`src/rtl/captura_pkg.sv`:
```
// captura_pkg: shared FSM states, active-low 7-segment codes (bit6=g..bit0=a) and default parameters.
package captura_pkg;
  typedef enum logic [1:0] {ESPERA, FILTRA, FIXO} estado_t;
  localparam int ESTAVEL_PAD = 2;
  localparam int TIMEOUT_PAD = 1024;
  localparam logic [6:0] SEG_0     = 7'b1000000;
  localparam logic [6:0] SEG_1     = 7'b1111001;
  localparam logic [6:0] SEG_2     = 7'b0100100;
  localparam logic [6:0] SEG_3     = 7'b0110000;
  localparam logic [6:0] SEG_4     = 7'b0011001;
  localparam logic [6:0] SEG_5     = 7'b0010010;
  localparam logic [6:0] SEG_6     = 7'b0000010;
  localparam logic [6:0] SEG_7     = 7'b1111000;
  localparam logic [6:0] SEG_8     = 7'b0000000;
  localparam logic [6:0] SEG_9     = 7'b0010000;
  localparam logic [6:0] SEG_A     = 7'b0001000;
  localparam logic [6:0] SEG_B     = 7'b0000011;
  localparam logic [6:0] SEG_C     = 7'b1000110;
  localparam logic [6:0] SEG_D     = 7'b0100001;
  localparam logic [6:0] SEG_E     = 7'b0000110;
  localparam logic [6:0] SEG_F     = 7'b0001110;
  localparam logic [6:0] SEG_BLANK = 7'h7F;
endpackage

```
`src/rtl/decod7seg.sv`:
```
// decod7seg: active-low 7-segment pattern to nibble with valid/blank flags.
// Define CAPTURA_HEX_EN to also accept the A-F glyphs.
module decod7seg
  import captura_pkg::*;
(
  input  logic [6:0] seg,
  output logic [3:0] nib,
  output logic       valido,
  output logic       apagado
);
  always_comb begin
    nib = 4'h0;
    valido = 1'b1;
    apagado = seg == SEG_BLANK;
    case (seg)
      SEG_0: nib = 4'h0;
      SEG_1: nib = 4'h1;
      SEG_2: nib = 4'h2;
      SEG_3: nib = 4'h3;
      SEG_4: nib = 4'h4;
      SEG_5: nib = 4'h5;
      SEG_6: nib = 4'h6;
      SEG_7: nib = 4'h7;
      SEG_8: nib = 4'h8;
      SEG_9: nib = 4'h9;
`ifdef CAPTURA_HEX_EN
      SEG_A: nib = 4'hA;
      SEG_B: nib = 4'hB;
      SEG_C: nib = 4'hC;
      SEG_D: nib = 4'hD;
      SEG_E: nib = 4'hE;
      SEG_F: nib = 4'hF;
`else
`endif
      default: valido = 1'b0;
    endcase
  end
endmodule

```
`src/rtl/captura_varredura.sv`:
```
// captura_varredura: debounces a multiplexed 4-digit 7-segment scan into per-digit values,
// with frame pulse and stall watchdog. Hex glyphs decode only with CAPTURA_HEX_EN defined.
module captura_varredura
  import captura_pkg::*;
#(
  parameter int ESTAVEL = ESTAVEL_PAD,
  parameter int TIMEOUT = TIMEOUT_PAD
) (
  input  logic        clock,
  input  logic        reset,
  input  logic [3:0]  digito,
  input  logic [6:0]  segmentos,
  output logic [15:0] valores,
  output logic [3:0]  validos,
  output logic [3:0]  apagado,
  output logic [3:0]  invalido,
  output logic        quadro,
  output logic        travado
);
  estado_t estado_q, estado_d;
  logic [3:0] dig_q, prv_dig_q, cnt_q, cnt_d, cnt_inc, mask_q, mask_d;
  logic [6:0] seg_q, prv_seg_q;
  logic [15:0] valores_q, valores_d, wd_q, wd_d;
  logic [3:0] validos_q, validos_d, apagado_q, apagado_d, invalido_q, invalido_d;
  logic [3:0] nib;
  logic [1:0] idx;
  logic legal, same, commit, dec_valido, dec_apagado;
  decod7seg u_dec (.seg(seg_q), .nib(nib), .valido(dec_valido), .apagado(dec_apagado));
  always_comb begin
    legal = (dig_q != 4'd0) && ((dig_q & (dig_q - 4'd1)) == 4'd0);
    same = dig_q == prv_dig_q && seg_q == prv_seg_q;
    cnt_inc = (estado_q == ESPERA || !same) ? 4'd1 : cnt_q + 4'd1;
    commit = legal && !(estado_q == FIXO && same) && cnt_inc == 4'(ESTAVEL);
    estado_d = !legal ? ESPERA : (commit || (estado_q == FIXO && same)) ? FIXO : FILTRA;
    cnt_d = legal ? cnt_inc : 4'd0;
    idx = {dig_q[3] | dig_q[2], dig_q[3] | dig_q[1]};
    valores_d = valores_q;
    validos_d = validos_q;
    apagado_d = apagado_q;
    invalido_d = invalido_q;
    if (commit) begin
      if (dec_valido) valores_d[{idx, 2'b00} +: 4] = nib;
      validos_d[idx] = dec_valido;
      apagado_d[idx] = dec_apagado;
      invalido_d[idx] = !dec_valido && !dec_apagado;
    end
    // a full mask clears in the pulse cycle, but a commit landing then still counts
    mask_d = (mask_q == 4'hF ? 4'd0 : mask_q) | (commit ? dig_q : 4'd0);
    wd_d = commit ? 16'd0 : (wd_q == 16'(TIMEOUT)) ? wd_q : wd_q + 16'd1;
  end
  always_ff @(posedge clock or posedge reset) begin
    if (reset) begin
      estado_q <= ESPERA;
      dig_q <= '0;
      seg_q <= '0;
      prv_dig_q <= '0;
      prv_seg_q <= '0;
      cnt_q <= '0;
      mask_q <= '0;
      wd_q <= '0;
      valores_q <= '0;
      validos_q <= '0;
      apagado_q <= '0;
      invalido_q <= '0;
    end else begin
      estado_q <= estado_d;
      dig_q <= digito;
      seg_q <= segmentos;
      prv_dig_q <= dig_q;
      prv_seg_q <= seg_q;
      cnt_q <= cnt_d;
      mask_q <= mask_d;
      wd_q <= wd_d;
      valores_q <= valores_d;
      validos_q <= validos_d;
      apagado_q <= apagado_d;
      invalido_q <= invalido_d;
    end
  end
  assign valores = valores_q;
  assign validos = validos_q;
  assign apagado = apagado_q;
  assign invalido = invalido_q;
  assign quadro = mask_q == 4'hF;
  assign travado = wd_q == 16'(TIMEOUT);
endmodule
```
`config.mk`:
```
export PLATFORM = sky130hd
export DESIGN_NAME = captura_varredura
export DESIGN_NICKNAME = d
export VERILOG_FILES = /design/src/rtl/captura_pkg.sv /design/src/rtl/decod7seg.sv /design/src/rtl/captura_varredura.sv
export SDC_FILE = /design/constraint.sdc
export NUM_CORES = 1
export LEC_CHECK = 0
export CORE_UTILIZATION = 53
export CTS_BUF_LIST = sky130_fd_sc_hd__clkbuf_4 sky130_fd_sc_hd__clkbuf_8
export DETAILED_ROUTE_END_ITERATION = 10
export GPL_ROUTABILITY_DRIVEN = 0
export PLACE_DENSITY = 0.77
export SLEW_MARGIN = 25
export SYNTH_ARGS = -nofsm -noshare
export SYNTH_HDL_FRONTEND = slang
export SYNTH_SLANG_ARGS = --single-unit
```
`constraint.sdc`:
```
create_clock -name clock -period 4.4 [get_ports clock]
set_input_delay 1.32 -clock clock [delete_from_list [all_inputs] [get_ports clock]]
set_output_delay 1.32 -clock clock [all_outputs]
set_load 0.1 [all_outputs]
```
==> key figures <==
Pwr
  • Cell Pwr Density: 341 mW/mm^2
  • Leak pwr: 1.89 nW
  • Tot Pwr: 1.42 mW
  • Max IR drop VDD: 0.000232 V

Clock tree
  • Insertion delay to the later sink of the worst-skew pair: 340 ps
  • Post-CTS setup buffers: 0
  • CTS tree: built
  • Cts repair resizes: 0
  • CTS Sinks: 76
  • Clk slew on worst S/H paths: 70 ps
  • Hold_buf cts: 0
  • Clock root buffer: clkbuf_8
  • H-tree lvl count: 3
  • Max clock buf depth: 2
  • CTS Buf Count: 9

Logic synthesis
  • Synth top area share: 55.0%
  • Synth top cells by count: dfrtp_1, nor2_1, mux2_2, xnor2_1, nand3_1
  • Mapped Cells: 296
  • Synth area leaders: dfrtp_1, mux2_2, xnor2_1, nor2_1, ha_1
  • Count leader, synth: dfrtp_1
  • Top_reg_cell synth: dfrtp_1
  • Yosys cell types: 40
  • Cell accounting for the most synthesized area: dfrtp_1
  • Yosys warns: 0
  • EDFF count, synth: 0
  • Post-synthesis sequential area ratio: 55.0%
  • Async SR Flop Fraction: 100%
  • Synthesized area per cell: 11.7 um^2
  • Mapped cell area: 0.00346 mm^2
  • Syn nets: 318
  • Number of synthesized register bits: 76

Global routing
  • Vias in the first global route: 2216
  • Largest net degree at the start of global routing: 32
  • First-pass GRT wire length: 10300 um
  • Initial antenna violation count: 0
  • GRT Overall Usage: 20.4%
  • Overflow left after global routing: 0

Floorplanning
  • Core area: 0.00631 mm^2
  • Die width: 82.8 um
  • DIE AREA: 0.00685 mm^2
  • Initial Util: 54.8%
  • Die H: 82.8 um
  • I/O pin total: 43
  • Row cnt: 29

Min path
  • Hold crit path type: flip-flop to flip-flop
  • Hold Path Stages: 1

Routing
  • DRC viols: 0
  • Vias post-DR: 2337
  • DR pass1 iterations: 4
  • DR iter-0 viols: 92
  • Wirelength per Cell: 14.9 um
  • Routed WL: 6290 um
  • Vias per inst: 5.52
  • Final ANT Viol Nets: 0

Final layout
  • Layout cells sized above 1: 16.5%
  • Nets: 363
  • Finished Cell Area: 0.00417 mm^2
  • Antenna diodes: 0
  • Area Overhead vs Synth: 20.7%

Timing
  • Clock skew: 5.08 ps
  • Setup_tns: 0 ps
  • Final critical-path required period: 3410 ps
  • Max-slew violation count: 0
  • Fmax: 293 MHz
  • RSZ-0062 raised after global routing: false
  • Endpoints failing setup: 0
  • WHS: 497 ps
  • Worst-Margin Slew: 995 ps
  • Slew HR: 33.5%
  • Final hold vios: 0
  • Fin crit share: 77.5%
  • Setup ws final: 990 ps

Worst setup path
  • WP data required: 3080 ps
  • Critical setup path kind: flip-flop to primary output
  • Crit path launch type: flip-flop
  • Worst Setup End Kind: primary output
  • Crit path DAT: 2090 ps
  • Reg2reg path depth: 5
  • CP Max Fanout: 5

Run
  • Max-Cap Viols: 0

Placement
  • Detailed Place HPWL: 4300 um
  • Pre-CTS setup slack: 1340 ps
  • IO buf count: 42
  • Post-Place Cell Area: 0.00393 mm^2

Outcome
  • Outcome: complete, no violations
-- worst paths after layout --
path / start / end / slack [ps]
setup / recovery: mask_q[2] / quadro / 990
hold / removal: invalido[3] / invalido[3] / 500
setup reg to reg: seg_q[6] / valores[11] / 2110
hold reg to reg: invalido[3] / invalido[3] / 500
max in group asynchronous: reset / valores[13] / 2220
min in group asynchronous: reset / wd_q[3] / 1380
-- worst max-delay path, cell delays in order, from the launching register on --
cell	delay [ps]
dfrtp_1	350
nand4_1	190
inv_1	90
clkdlybuf4s50_1	1120
-- sequential cells by signal, indices dropped and copies added (netlist names) --
register,cells
apagado,4
cnt_q,4
dig_q,4
estado_q,2
invalido,4
mask_q,4
prv_dig_q,4
prv_seg_q,7
seg_q,7
validos,4
valores,16
wd_q,16
-- per-stage QoR --
stage	instances	util, %
2_1_floorplan	296	-
3_3_place_gp	407	62.3
3_5_place_dp	407	62.3
4_1_cts	423	66.1
5_1_grt	423	66.1
6_report	423	66.1
-- where the power goes --
part           switching, mW  internal (mW)  leakage, nW
sequential            0.0242          0.714        0.995
combinational         0.0380         0.0318        0.779
clock                  0.242          0.372        0.119
total                  0.304           1.12         1.89
-- layer usage --
metal / global-route usage [%] / up-vias / wire length, um
met5: 0 / - / 0
met4: 7.24 / 0 / 106
met3: 4.62 / 10 / 200
met2: 31.7 / 42 / 3090
met1: 27.9 / 1164 / 2900
li1: - / 1121 / -
-- area by class of cell --
type	count	area [um^2]
repair buffers	45	440
clock inverters	3	67.6
well taps	77	96.3
inverters	10	37.5
clock buffers	13	173
fillers	520	2140
flip-flops and latches	76	1900
multi-input cells	199	1460
-- layout by cell type (no fill, tap or decap), types with 4 or more instances in the layout --
cell type / n
xor2_1: 8
buf_4: 4
inv_1: 9
nor3_1: 5
nand2_1: 8
dfrtp_1: 76
nor4b_1: 6
mux2_2: 27
nand3_1: 15
nor4_1: 5
nand4_1: 7
xnor2_1: 21
ha_1: 9
nand4_2: 4
clkdlybuf4s50_1: 41
clkbuf_8: 12
nor2_1: 46
-- cells by family after synthesis --
kind of cell | count (synthesis) | share of synthesized area (%)
AO/OA/AOI/OAI | 19 | 4.20
XOR/XNOR | 29 | 7.35
adder cells (fa/ha/maj) | 9 | 3.26
buffers and inverters | 21 | 2.90
flip-flops | 76 | 55.0
multiplexers | 29 | 9.45
AND/OR/NAND/NOR | 113 | 17.8
No activity file was read; power rests on OpenSTA's default activity.
==> RTL edit 1, RTL diff (same settings) <==
The 3 values of `estado_t` get a one-hot encoding in 3 bits.
--- a/src/rtl/captura_pkg.sv
+++ b/src/rtl/captura_pkg.sv
@@ -1,6 +1,6 @@
 // captura_pkg: shared FSM states, active-low 7-segment codes (bit6=g..bit0=a) and default parameters.
 package captura_pkg;
-  typedef enum logic [1:0] {ESPERA, FILTRA, FIXO} estado_t;
+  typedef enum logic [2:0] {ESPERA = 3'b001, FILTRA = 3'b010, FIXO = 3'b100} estado_t;
   localparam int ESTAVEL_PAD = 2;
   localparam int TIMEOUT_PAD = 1024;
   localparam logic [6:0] SEG_0     = 7'b1000000;
Behaviour: same outputs for any inputs over 10 cycles, from zero or initial values and one cycle with reset high; not proved beyond that.
==> RTL edit 1 against the original RTL <==
- the run now ends with design-rule violations left
- setup slack got worse by 0.015 ns
- design area rose by 2.7%
- routed wire length increased by 3.3%
- die area is 5.3% higher
- sequential share of layout area down 0.57 points
- synthesized area rose by 5.4%
- highest routed layer unchanged
- global-route usage rose by 0.14 points
- critical path depth stayed put
- cell count is 2.8% higher
- sequential cell count increased by 1
- power shrank 3.8%
- register-to-register slack worse by 0.41 ns
- non-clock buffer count fell by 1
==> RTL edit 1: results (changes against the original RTL) <==
stage;metric;value;unit;change
setup_path;flop2flop setup slack;1.70;ns;was 2.11 ns
synth;synth warn;0;;unchanged
setup_path;CP startpoint;mask_q[1];;was mask_q[2]
placed_design;Placed Cells incl. Taps;420;;was 407
setup_path;Worst Path Arrival;2.10;ns;
setup_path;worst flop-to-flop path startpoint;seg_q[5];;was seg_q[6]
clocking;CTS buffer count;9;;unchanged
synth;Async S/R FF share, synth;100.0;%;unchanged
clocking;number of gates resized after CTS;0;;unchanged
clocking;CTS root buffer;clkbuf_8;;unchanged
power_and_ir_drop;Pleak;0.001880;uW;was 0.001893 uW
timing;slew margin rel.;34.23;%;was 33.47%
routing;WL per Instance;14.94;um;was 14.87 um
power_and_ir_drop;maximum VDD drop;251.4;uV;was 232.4 uV
synth;Avg Inst Size Synth;11.76;um^2;was 11.68 um^2
setup_path;FF-to-FF End;valores[8];;was valores[11]
routing;total vias in the final route;2420;;was 2337
routing;DRT iter0 DRCs;131;;was 92
run_status;status;finished, violations left;;was completed
run_status;violated checks;design-rule violations;;
clocking;clk_lat worst skew;0.35;ns;
routing;Detailed Route WL;6.499;mm;was 6.290 mm
routing;Residual DRC;2;;was 0
grt;first-pass GRT wire length;11.50;mm;was 10.34 mm
min_path;hold path cells;1;;unchanged
timing;clock skew;0.01406;ns;was 0.005084 ns
clocking;postcts setup bufs;0;;unchanged
min_path;HP Class;flop to flop;;unchanged
grt;Total Routing Usage GR;20.51;%;was 20.37%
cells_and_area;fillers;517;;was 520
grt;largest net degree at the start of global routing;34;;was 32
clocking;Clock transition at path regs;0.07;ns;about the same
synth;synthesized net count;332;;was 318
timing;Hold WS;0.4913;ns;was 0.4971 ns
clocking;Max Root-Sink Buffers;2;;unchanged
min_path;hold_sp;apagado[0];;was invalido[3]
cells_and_area;diodes inserted;0;;unchanged
setup_path;slowest stage cell, crit path;clkdlybuf4s50_1;;unchanged
cells_and_area;nets@finish;376;;was 363
placed_design;dpl hpwl;4.565;mm;was 4.299 mm
clocking;# H-tree levels;3;;unchanged
synth;register area share after synthesis;52.90;%;was 55.01%
cells_and_area;share of cells above drive strength 1;11.73;%;was 16.47%
power_and_ir_drop;sw frac;23.46;%;was 21.39%
min_path;hold endpoint;apagado[0];;was invalido[3]
timing;max-slew violations;0;;unchanged
setup_path;CP max stage delay;1.13;ns;
synth;Commonest cells post-synth;dfrtp_1, nor2_1, xnor2_1;;was dfrtp_1, nor2_1, mux2_2
grt;initial antenna violation count;0;;unchanged
setup_path;reg2reg path depth;5;;unchanged
setup_path;worst-path maximum fanout;5;;unchanged
placed_design;count of input and output buffers;42;;unchanged
routing;drt pass-1 iters;9;;was 4
synth;synth unique cells;49;;was 40
synth;synth top area cells;dfrtp_1, xnor2_1, mux2_1, nor2_1, ha_1;;was dfrtp_1, mux2_2, xnor2_1, nor2_1, ha_1
==> RTL edit 1: metal layers <==
metal	vias to the layer above	track usage, %	share of wire, %
met5	-	0	0
met4	0	8.783	1.7
met3	9	3.210	3.0
met2	50	32.59	48
met1	1178	28.30	48
li1	1183	-	-
==> RTL edit 1: how the worst max path moves through the flow <==
stage                            end  slack [ns]  cells after the start
after floorplan           apagado[0]        1.11                      1
after global placement        quadro        1.36                      3
after detailed placement      quadro        1.33                      3
after CTS                     quadro        0.94                      3
after global routing          quadro        0.86                      3
final                         quadro        0.98                      3
==> RTL edit 1: per-stage QoR <==
stage	setup slack [ns]	utilization [%]	area (um^2)
after global placement	1.357	62.96	4089
after floorplan	1.115	-	3645
after CTS	0.9436	65.94	4283
after detailed placement	1.331	62.96	4089
after global routing	0.8581	65.94	4283
final	0.9759	65.94	4283
==> RTL edit 1: final cells by class <==
cell class,count,area share [%]
inverter,14,1.227
sequential,77,45.02
clock buffer,11,3.389
multi-input combinational,208,36.87
timing repair buffer,44,10.11
tap,77,2.249
clock inverter,4,1.139
==> RTL edit 1: cells by family (layout without fill, tap and decap cells) <==
kind of cell               after synthesis  in the layout  synth area share, %
adders and majority gates                9              9                3.090
DFF                                     77             77                52.90
muxes                                   26             26                7.895
and+or+nand+nor                        114            114                17.58
buffers and inverters                   25             73                3.776
AOI/OAI and AO/OA                       29             29                7.552
xor gates and xnor gates                30             30                7.209
==> RTL edit 1: critical path: cells and delay by family (launching register included) <==
| family | cells | cell delay (ns) |
|---|---|---|
| and+or+nand+nor | 1 | 0.19 |
| buffers and inverters | 2 | 1.23 |
| DFF | 1 | 0.35 |
==> RTL edit 1: power by group through the flow <==
| stage | registers, uW | logic, uW | clock network (uW) |
|---|---|---|---|
| floorplan | 758 | 72.9 | 0 |
| global placement | 769 | 85.0 | 0 |
| detailed placement | 770 | 86.3 | 0 |
| global route | 760 | 96.8 | 571 |
| CTS | 756 | 87.1 | 541 |
| finish | 756 | 85.6 | 527 |
==> RTL edit 2, RTL diff (same settings) <==
Without the edit above. Add a define of `CAPTURA_HEX_EN`.
--- a/src/rtl/decod7seg.sv
+++ b/src/rtl/decod7seg.sv
@@ -1,5 +1,7 @@
 // decod7seg: active-low 7-segment pattern to nibble with valid/blank flags.
 // Define CAPTURA_HEX_EN to also accept the A-F glyphs.
+`define CAPTURA_HEX_EN
+
 module decod7seg
   import captura_pkg::*;
 (
Function: changed (a bounded check fails within 4 cycles, from zero or initial values and one cycle with reset high).
==> RTL edit 2 against the original RTL <==
- cell count increased by 14%
- clock skew rose by 0.0081 ns
- synthesized area grew 11%
- synthesized cell count increased by 15%
- setup slack got worse by 0.049 ns
- clock power decreased by 2%
- largest power group unchanged
- critical path type unchanged
- sequential cell count unchanged
- power up 0.72%
- hold slack better by 0.011 ns
- routed wire length increased by 11%
- largest cell class unchanged
- design area up 9.5%
- die area up 11%
==> RTL edit 2: results (changes against the original RTL) <==
stage;metric;value;unit;change
setup_path;worst-path maximum fanout;5;;unchanged
grt;met2 GRT Util;30.18;%;was 31.72%
setup_path;Worst Path Arrival;2.14;ns;was 2.09 ns
synth;synth top area cells;dfrtp_1, xor2_1, mux2_2, mux2i_1, nor2_1;;was dfrtp_1, mux2_2, xnor2_1, nor2_1, ha_1
routing;DRT iter0 DRCs;171;;was 92
routing;total vias in the final route;2660;;was 2337
clocking;clk_lat worst skew;0.36;ns;was 0.34 ns
grt;initial antenna violation count;0;;unchanged
grt;Total Routing Usage GR;20.64;%;was 20.37%
routing;WL per Instance;14.49;um;was 14.87 um
synth;Mapped Cells;340;;was 296
routing;drt pass-1 iters;4;;unchanged
cells_and_area;fillers;552;;was 520
cells_and_area;diodes inserted;0;;unchanged
synth;synthesized net count;362;;was 318
grt;GRT met3 Usage;3.507;%;was 4.615%
grt;largest net degree at the start of global routing;42;;was 32
grt;vias in the first global route;2579;;was 2216
cells_and_area;share of cells above drive strength 1;12.89;%;was 16.47%
placed_design;dpl hpwl;4.870;mm;was 4.299 mm
synth;Commonest cells post-synth;dfrtp_1, nor2_1, inv_1, xor2_1;;was dfrtp_1, nor2_1, mux2_2
synth;synth unique cells;48;;was 40
timing;clock skew;0.01322;ns;was 0.005084 ns
routing;Max Used Layer;met4;;unchanged
power_and_ir_drop;maximum VDD drop;170.4;uV;was 232.4 uV
grt;first-pass GRT wire length;11.99;mm;was 10.34 mm
run_status;status;completed;;unchanged
placed_design;Placed Cells incl. Taps;468;;was 407
grt;met1 usage;29.82;%;was 27.92%
cells_and_area;nets@finish;405;;was 363
placed_design;count of input and output buffers;42;;unchanged
clocking;Clock transition at path regs;0.08;ns;
power_and_ir_drop;Pleak;0.001963;uW;was 0.001893 uW
placed_design;pre-CTS setup slack;1.326;ns;was 1.344 ns
synth;register area share after synthesis;49.37;%;was 55.01%
timing;slew margin rel.;34.94;%;was 33.47%
routing;via density per instance;5.496;;was 5.525
routing;WL met3;281;um;was 200 um
clocking;CTS root buffer;clkbuf_8;;unchanged
routing;Metal-1 WL;3.381;mm;was 2.897 mm
routing;WL met2;3.182;mm;was 3.085 mm
-- RTL edit 2: cell types whose count changed in the layout (fill, tap and decap cells not counted), sizes merged, moves of 5 or more --
cell / change
nor3b: +6
nor2b: +5
xor2: +14
nand2: +8
mux2: -14
mux2i: +12
xnor2: -12
o21ai: +10
inv: +12
a311oi: +5
nor2: -15
-- RTL edit 2: final cells by class --
cell class | count | area (um^2) | area share (%)
flip-flops and latches | 76 | 1902 | 41.63
clock inverters | 5 | 85.08 | 1.863
inverters | 22 | 82.58 | 1.808
clock buffers | 11 | 145.1 | 3.177
multi-input cells | 230 | 1788 | 39.14
repair buffers | 44 | 445.4 | 9.751
well taps | 96 | 120.1 | 2.629
-- RTL edit 2: per-stage QoR --
stage	power, uW	instance area, um^2	utilization (%)
floorplan	818.2	3852	-
global placement	842.0	4338	62.81
detailed placement	845.1	4338	62.81
CTS	1450	4568	66.14
global route	1489	4568	66.14
finish	1433	4568	66.14
-- RTL edit 2: cells by family after synthesis --
logic type	synth area share, %
xor gates and xnor gates	7.048
DFF	49.37
and+or+nand+nor	19.91
buffers and inverters	4.222
AOI/OAI and AO/OA	8.737
muxes	7.795
adders and majority gates	2.923
-- RTL edit 2: path summary, 6_finish.rpt --
kind,slack (ns),from,end,cells after the start
min in group asynchronous,1.43,reset,valores[1],2
worst max register to register,1.87,seg_q[1],valores[15],5
worst max-delay path,0.94,mask_q[2],quadro,3
max in group asynchronous,2.30,reset,apagado[0],3
worst min-delay path,0.51,dig_q[0],prv_dig_q[0],0
worst min register to register,0.51,dig_q[0],prv_dig_q[0],0
-- RTL edit 2: where the power goes --
part	total [uW]	leakage, uW	switching, uW	internal, uW
combinational	87.5	0.000855	49.4	38.1
sequential	743	0.000995	29.3	714
clock	602	0.000113	259	343
total	1430	0.00196	338	1100
